<file path="config.mk">
export PLATFORM = sky130hd
export DESIGN_NAME = key_sched_ctrl_flat
export DESIGN_NICKNAME = d
export VERILOG_FILES = /design/src/rtl/key_sched_ctrl_if.sv /design/src/rtl/key_sched_ctrl.sv /design/src/flat_wrapper.sv
export SDC_FILE = /design/constraint.sdc
export NUM_CORES = 2
export LEC_CHECK = 0
export CAP_MARGIN = 5
export CORE_MARGIN = 8
export CORE_UTILIZATION = 45
export DETAILED_ROUTE_END_ITERATION = 10
export DONT_BUFFER_PORTS = 1
export SLEW_MARGIN = 20
export SYNTH_ARGS = -nofsm -noshare
export SYNTH_HDL_FRONTEND = slang
export SYNTH_SLANG_ARGS = --single-unit
</file>
<file path="constraint.sdc">
create_clock -name clk -period 26.3 [get_ports clk]
set_input_delay 1.315 -clock clk [delete_from_list [all_inputs] [get_ports clk]]
set_output_delay 1.315 -clock clk [all_outputs]
set_load 0.02 [all_outputs]
</file>
<file path="src/rtl/key_sched_ctrl_if.sv">
// Handshake bundle for the AES-128 round-key scheduler:
// master-key load, run control and the round-key stream.
interface key_sched_ctrl_if;
  logic [127:0] key_in;
  logic         key_valid;
  logic         key_ready;
  logic         start;
  logic         flush;
  logic [127:0] rk_data;
  logic [3:0]   rk_idx;
  logic         rk_last;
  logic         rk_valid;
  logic         rk_ready;
  logic         busy;

  modport master (
    output key_in, key_valid, start, flush, rk_ready,
    input  key_ready, rk_data, rk_idx, rk_last, rk_valid, busy
  );

  modport slave (
    input  key_in, key_valid, start, flush, rk_ready,
    output key_ready, rk_data, rk_idx, rk_last, rk_valid, busy
  );
endinterface

</file>
<file path="src/rtl/key_sched_ctrl.sv">
// AES-128 key-expansion controller: stores a master key and
// streams round keys 0..NR, one per accepted handshake.
module key_sched_ctrl #(
  parameter int unsigned NR = 10
) (
  input logic             clk,
  input logic             rst_n,
  key_sched_ctrl_if.slave bus
);

  typedef enum logic [1:0] {
    S_IDLE,
    S_READY,
    S_RUN
  } state_t;

  localparam logic [3:0] LAST = 4'(NR);

  function automatic logic [7:0] gmul(
    input logic [7:0] a,
    input logic [7:0] b
  );
    logic [7:0] p;
    logic [7:0] x;
    p = '0;
    x = a;
    for (int k = 0; k < 8; k++) begin
      if (b[k]) p = p ^ x;
      x = {x[6:0], 1'b0} ^ (x[7] ? 8'h1b : 8'h00);
    end
    return p;
  endfunction

  // S-box as GF(2^8) inverse (a^254) followed by the affine map
  function automatic logic [7:0] sbox(input logic [7:0] a);
    logic [7:0] sq;
    logic [7:0] inv;
    sq  = a;
    inv = 8'h01;
    for (int k = 1; k < 8; k++) begin
      sq  = gmul(sq, sq);
      inv = gmul(inv, sq);
    end
    return inv
         ^ {inv[6:0], inv[7]}
         ^ {inv[5:0], inv[7:6]}
         ^ {inv[4:0], inv[7:5]}
         ^ {inv[3:0], inv[7:4]}
         ^ 8'h63;
  endfunction

  function automatic logic [127:0] ks_round(
    input logic [127:0] w,
    input logic [7:0]   rc
  );
    logic [127:0] n;
    n[7:0]    = w[7:0]   ^ sbox(w[111:104]) ^ rc;
    n[15:8]   = w[15:8]  ^ sbox(w[119:112]);
    n[23:16]  = w[23:16] ^ sbox(w[127:120]);
    n[31:24]  = w[31:24] ^ sbox(w[103:96]);
    n[63:32]  = w[63:32]  ^ n[31:0];
    n[95:64]  = w[95:64]  ^ n[63:32];
    n[127:96] = w[127:96] ^ n[95:64];
    return n;
  endfunction

  state_t       r_state;
  state_t       w_state_nx;
  logic [127:0] r_master;
  logic [127:0] r_work;
  logic [7:0]   r_rcon;
  logic [3:0]   r_idx;

  logic w_accept;
  logic w_start;
  logic w_adv;
  logic w_step;
  logic w_done;

  assign bus.key_ready = (r_state != S_RUN);
  assign bus.rk_valid  = (r_state == S_RUN);
  assign bus.busy      = (r_state == S_RUN);
  assign bus.rk_data   = r_work;
  assign bus.rk_idx    = r_idx;
  assign bus.rk_last   = (r_idx == LAST);

  assign w_accept = bus.key_valid & bus.key_ready
                  & ~bus.flush;
  assign w_start  = bus.start & (r_state == S_READY)
                  & ~bus.key_valid & ~bus.flush;
  assign w_adv    = (r_state == S_RUN) & bus.rk_ready
                  & ~bus.flush;
  assign w_step   = w_adv & (r_idx != LAST);
  assign w_done   = w_adv & (r_idx == LAST);

  always_ff @(posedge clk or negedge rst_n) begin
    if (!rst_n) r_state <= S_IDLE;
    else        r_state <= w_state_nx;
  end

  always_comb begin
    w_state_nx = r_state;
    if (bus.flush) begin
      w_state_nx = S_IDLE;
    end else begin
      unique case (r_state)
        S_IDLE: if (w_accept) w_state_nx = S_READY;
        S_READY: begin
          if (w_accept)     w_state_nx = S_READY;
          else if (w_start) w_state_nx = S_RUN;
        end
        S_RUN: if (w_done) w_state_nx = S_READY;
        default: w_state_nx = S_IDLE;
      endcase
    end
  end

  always_ff @(posedge clk or negedge rst_n) begin
    if (!rst_n) begin
      r_master <= '0;
      r_work   <= '0;
      r_rcon   <= 8'h01;
      r_idx    <= '0;
    end else if (bus.flush) begin
      r_master <= '0;
      r_work   <= '0;
      r_rcon   <= '0;
      r_idx    <= '0;
    end else begin
      if (w_accept) r_master <= bus.key_in;
      if (w_start) begin
        r_work <= r_master;
        r_rcon <= 8'h01;
        r_idx  <= '0;
      end else if (w_step) begin
        r_work <= ks_round(r_work, r_rcon);
        r_rcon <= {r_rcon[6:0], 1'b0}
                ^ (r_rcon[7] ? 8'h1b : 8'h00);
        r_idx  <= r_idx + 4'd1;
      end
    end
  end

endmodule
</file>
<file path="src/flat_wrapper.sv">
// flat-port wrapper written by rule: the top's interface ports become plain ports
module key_sched_ctrl_flat 
#(
  parameter int unsigned NR = 10
)
  (clk, rst_n, bus_key_in, bus_key_valid, bus_start, bus_flush, bus_rk_ready, bus_key_ready, bus_rk_data, bus_rk_idx, bus_rk_last, bus_rk_valid, bus_busy);
  key_sched_ctrl_if bus_i ();
  input logic clk;
  input logic rst_n;
  input wire logic [$bits(bus_i.key_in)-1:0] bus_key_in;
  input wire logic [$bits(bus_i.key_valid)-1:0] bus_key_valid;
  input wire logic [$bits(bus_i.start)-1:0] bus_start;
  input wire logic [$bits(bus_i.flush)-1:0] bus_flush;
  input wire logic [$bits(bus_i.rk_ready)-1:0] bus_rk_ready;
  output wire logic [$bits(bus_i.key_ready)-1:0] bus_key_ready;
  output wire logic [$bits(bus_i.rk_data)-1:0] bus_rk_data;
  output wire logic [$bits(bus_i.rk_idx)-1:0] bus_rk_idx;
  output wire logic [$bits(bus_i.rk_last)-1:0] bus_rk_last;
  output wire logic [$bits(bus_i.rk_valid)-1:0] bus_rk_valid;
  output wire logic [$bits(bus_i.busy)-1:0] bus_busy;
  assign bus_i.key_in = bus_key_in;
  assign bus_i.key_valid = bus_key_valid;
  assign bus_i.start = bus_start;
  assign bus_i.flush = bus_flush;
  assign bus_i.rk_ready = bus_rk_ready;
  assign bus_key_ready = bus_i.key_ready;
  assign bus_rk_data = bus_i.rk_data;
  assign bus_rk_idx = bus_i.rk_idx;
  assign bus_rk_last = bus_i.rk_last;
  assign bus_rk_valid = bus_i.rk_valid;
  assign bus_busy = bus_i.busy;
  key_sched_ctrl #(.NR(NR)) u_core (.clk(clk), .rst_n(rst_n), .bus(bus_i));
endmodule
</file>
==> run metrics <==
status finished clean; fraction of layout cells with a size suffix above 1 7.01%; min cycle time layout 19,380 ps; Reg-to-Reg End u_core.bus.rk_data[109]; final setup fails 0; EDFF count, synth 0; CTS Sinks 270; num ports 270; initial antenna violation count 11; WP data required 26,820 ps; Max Clk Rate 51.6 MHz; Routed WL per cell 22.1 um; # hold bufs at CTS 0; Routed WL 224 mm; clk root buf clkbuf_16; Final Slew Violations 0; clock slew at reported path FFs 60 ps; DR iter-0 viols 5,726; final hold vios 0; post-synthesis async set-or-reset flop share 100%; Post-CTS Setup Inserts 0; first-pass GRT wire length 345 mm; Post-DRT Antenna Nets 0; max cap viols 0; FILL cells 14,400; overall routing resource usage 26.3%; Critical Path AT 19,900 ps; R2R setup slack 6920 ps; initial core utilization 45.2%; Clock Skews 22.1 ps; critical path class flop to flop; register area share after synthesis 10.2%; Final #Nets 8,300; part of the cycle the worst path needs 73.7%; worst hold path class input pin to async pin; final core utilization 47.5%; multi-input logic area 57,400 um2; Yosys Warn Count 0; CTS Buf Count 35; Top FF cell, synth dfrtp_1; library cells used by synthesis 104; post_cts resized 0; H-Tree Depth 2; GP Congestion 0.953; Slew headroom 19.7%; Core Rows 141; register area 6760 um2; 1st-pass router iterations 8; CTS Buffer Depth 3; die area 160,000 um2; CP Launch Type flop; CTS tree yes; Mapped Area 66,500 um2; Die W 400 um; Worst Tran Pin Value 1200 ps; DRC 0; max incr delay on CP 1090 ps; Worst path slowest cell xnor3_1; most frequent CP cell xnor3_1; Reg2Reg Depth 49; DP Wirelength 164 mm; Vias 60,100; RR Startpoint u_core.bus.rk_data[112]; Cells after Synth 8,436; Synth Register Bits 270; IO Port Bufs 0; Vias/cell 5.95; core area 147,000 um2; pin count of the biggest net entering global routing 271; number of global-route vias before repair 56,400; Synth-to-Final Area Change 5.19%; setup_tns 0 ps; worst skew pair latency 600 ps; CP Max Fanout 24; Critical Path End Type flop; syn avg cell area 7.89 um2; unrepaired setup endpoints after global routing false; Mapped Nets 8,591; GRT overflow 0; DIE HEIGHT 400 um
## how the worst max path moves through the flow
stage               cells after the start                       to  slack (ps)                    start
global placement                       49  u_core.bus.rk_data[109]        6830  u_core.bus.rk_data[112]
finish                                 49  u_core.bus.rk_data[109]        6920  u_core.bus.rk_data[112]
detailed placement                     49  u_core.bus.rk_data[109]        6700  u_core.bus.rk_data[112]
global route                           49  u_core.bus.rk_data[109]        5900  u_core.bus.rk_data[112]
floorplan                              57  u_core.bus.rk_data[102]       10450  u_core.bus.rk_data[110]
CTS                                    49  u_core.bus.rk_data[109]        6650  u_core.bus.rk_data[112]
## sequential cells by signal (all words and copies together) (netlist names)
| register | flops |
|---|---|
| u_core.bus.rk_data | 128 |
| u_core.r_master | 128 |
| u_core.r_rcon | 8 |
| u_core.bus.rk_idx | 4 |
| u_core.r_state | 2 |
## stage by stage
stage,hold WS (ps),setup slack [ps],std cells,cell area [um2]
after floorplan,449,10450,8436,66500
after global placement,480,6830,10000,68800
after detailed placement,487,6700,10000,68800
after CTS,389,6650,10100,69900
after global routing,391,5900,10100,70000
final,405,6920,10100,70000
## cells in the mapped netlist, types with 22 or more instances
cell      count  area [um2]
nor3_1      165         826
a211oi_1     76         571
o22ai_1     131         820
buf_4        29         218
nand3_1     136         681
a22oi_1      56         420
clkbuf_1    378        1420
inv_1        77         289
xor2_1      502        4400
buf_2       125         626
o21ai_0     314        1570
o21a_1       29         218
or3_1        42         263
nand2b_1     70         438
xnor3_1     416        9370
a22o_1      147        1290
xnor2_2      50         813
mux2i_1     203        2030
and3_1       47         294
o211ai_1     51         383
a31oi_1      62         388
o221ai_1     24         210
nor2b_1      79         494
mux2_2       47         529
a21oi_1     522        2610
xor3_1       64        1520
and2_1       42         263
buf_1        48         180
dfrtp_1     269        6730
a32oi_1      23         201
nand2_1     980        3680
o31ai_1      22         165
xnor2_1    1575       13800
nor2_1     1179        4430
## cells in the final DEF, fill, tap and decap left out, drive strengths merged, types with 27 or more instances in the layout
cell type,synthesis,final
a211oi,78,78
nor3,167,167
o21a,29,29
a22o,147,147
and2,43,43
clkbuf,378,51
a31oi,63,63
nand3,136,136
a22oi,56,56
or3,42,42
nor2b,79,79
o211ai,52,52
o22ai,133,133
mux2i,206,206
xnor2,1632,1632
inv,84,91
and3,47,47
o21ai,332,332
buf,206,256
or2,27,27
a21oi,524,524
mux2,51,51
nand2b,70,70
nand2,980,980
dfrtp,269,269
xor2,521,521
xor3,67,67
nor2,1182,1182
xnor3,430,430
## cell families after synthesis
| family | Yosys count | synth area share (%) |
|---|---|---|
| multiplexers | 257 | 3.98 |
| XOR/XNOR | 2650 | 46.3 |
| adder cells (fa/ha/maj) | 24 | 0.440 |
| AND/OR/NAND/NOR | 2841 | 18.2 |
| flip-flops | 270 | 10.2 |
| AO/OA/AOI/OAI | 1714 | 16.7 |
| buffers and inverters | 680 | 4.28 |
## per-layer routing
metal,vias up,global-route usage [%],part of all wire [%]
met5,-,0,0.027
met4,8,8.99,3.8
met3,366,5.18,8.2
met2,2369,42.2,45
met1,29100,35.5,43
li1,28300,-,-
## worst max-delay path, delay by kind of cell (launching register included)
kind / cells / cell delay (ps)
flops: 1 / 740
fa+ha+maj: 2 / 1180
xor+xnor: 32 / 14700
compound gates: 5 / 760
simple gates: 7 / 1210
mux: 3 / 600
## area by class of cell
cell class / instances / share of cell area [%]
multi-input cells: 7486 / 82.0
flip-flops and latches: 270 / 9.66
well taps: 1930 / 3.45
repair buffers: 256 / 2.76
clock buffers: 51 / 1.39
inverters: 96 / 0.515
clock inverters: 11 / 0.211
diodes: 6 / 0.0215
Power is left out: the tool's default activity adds up to more than one toggle a clock period on the data nets, which glitch-free logic cannot reach.
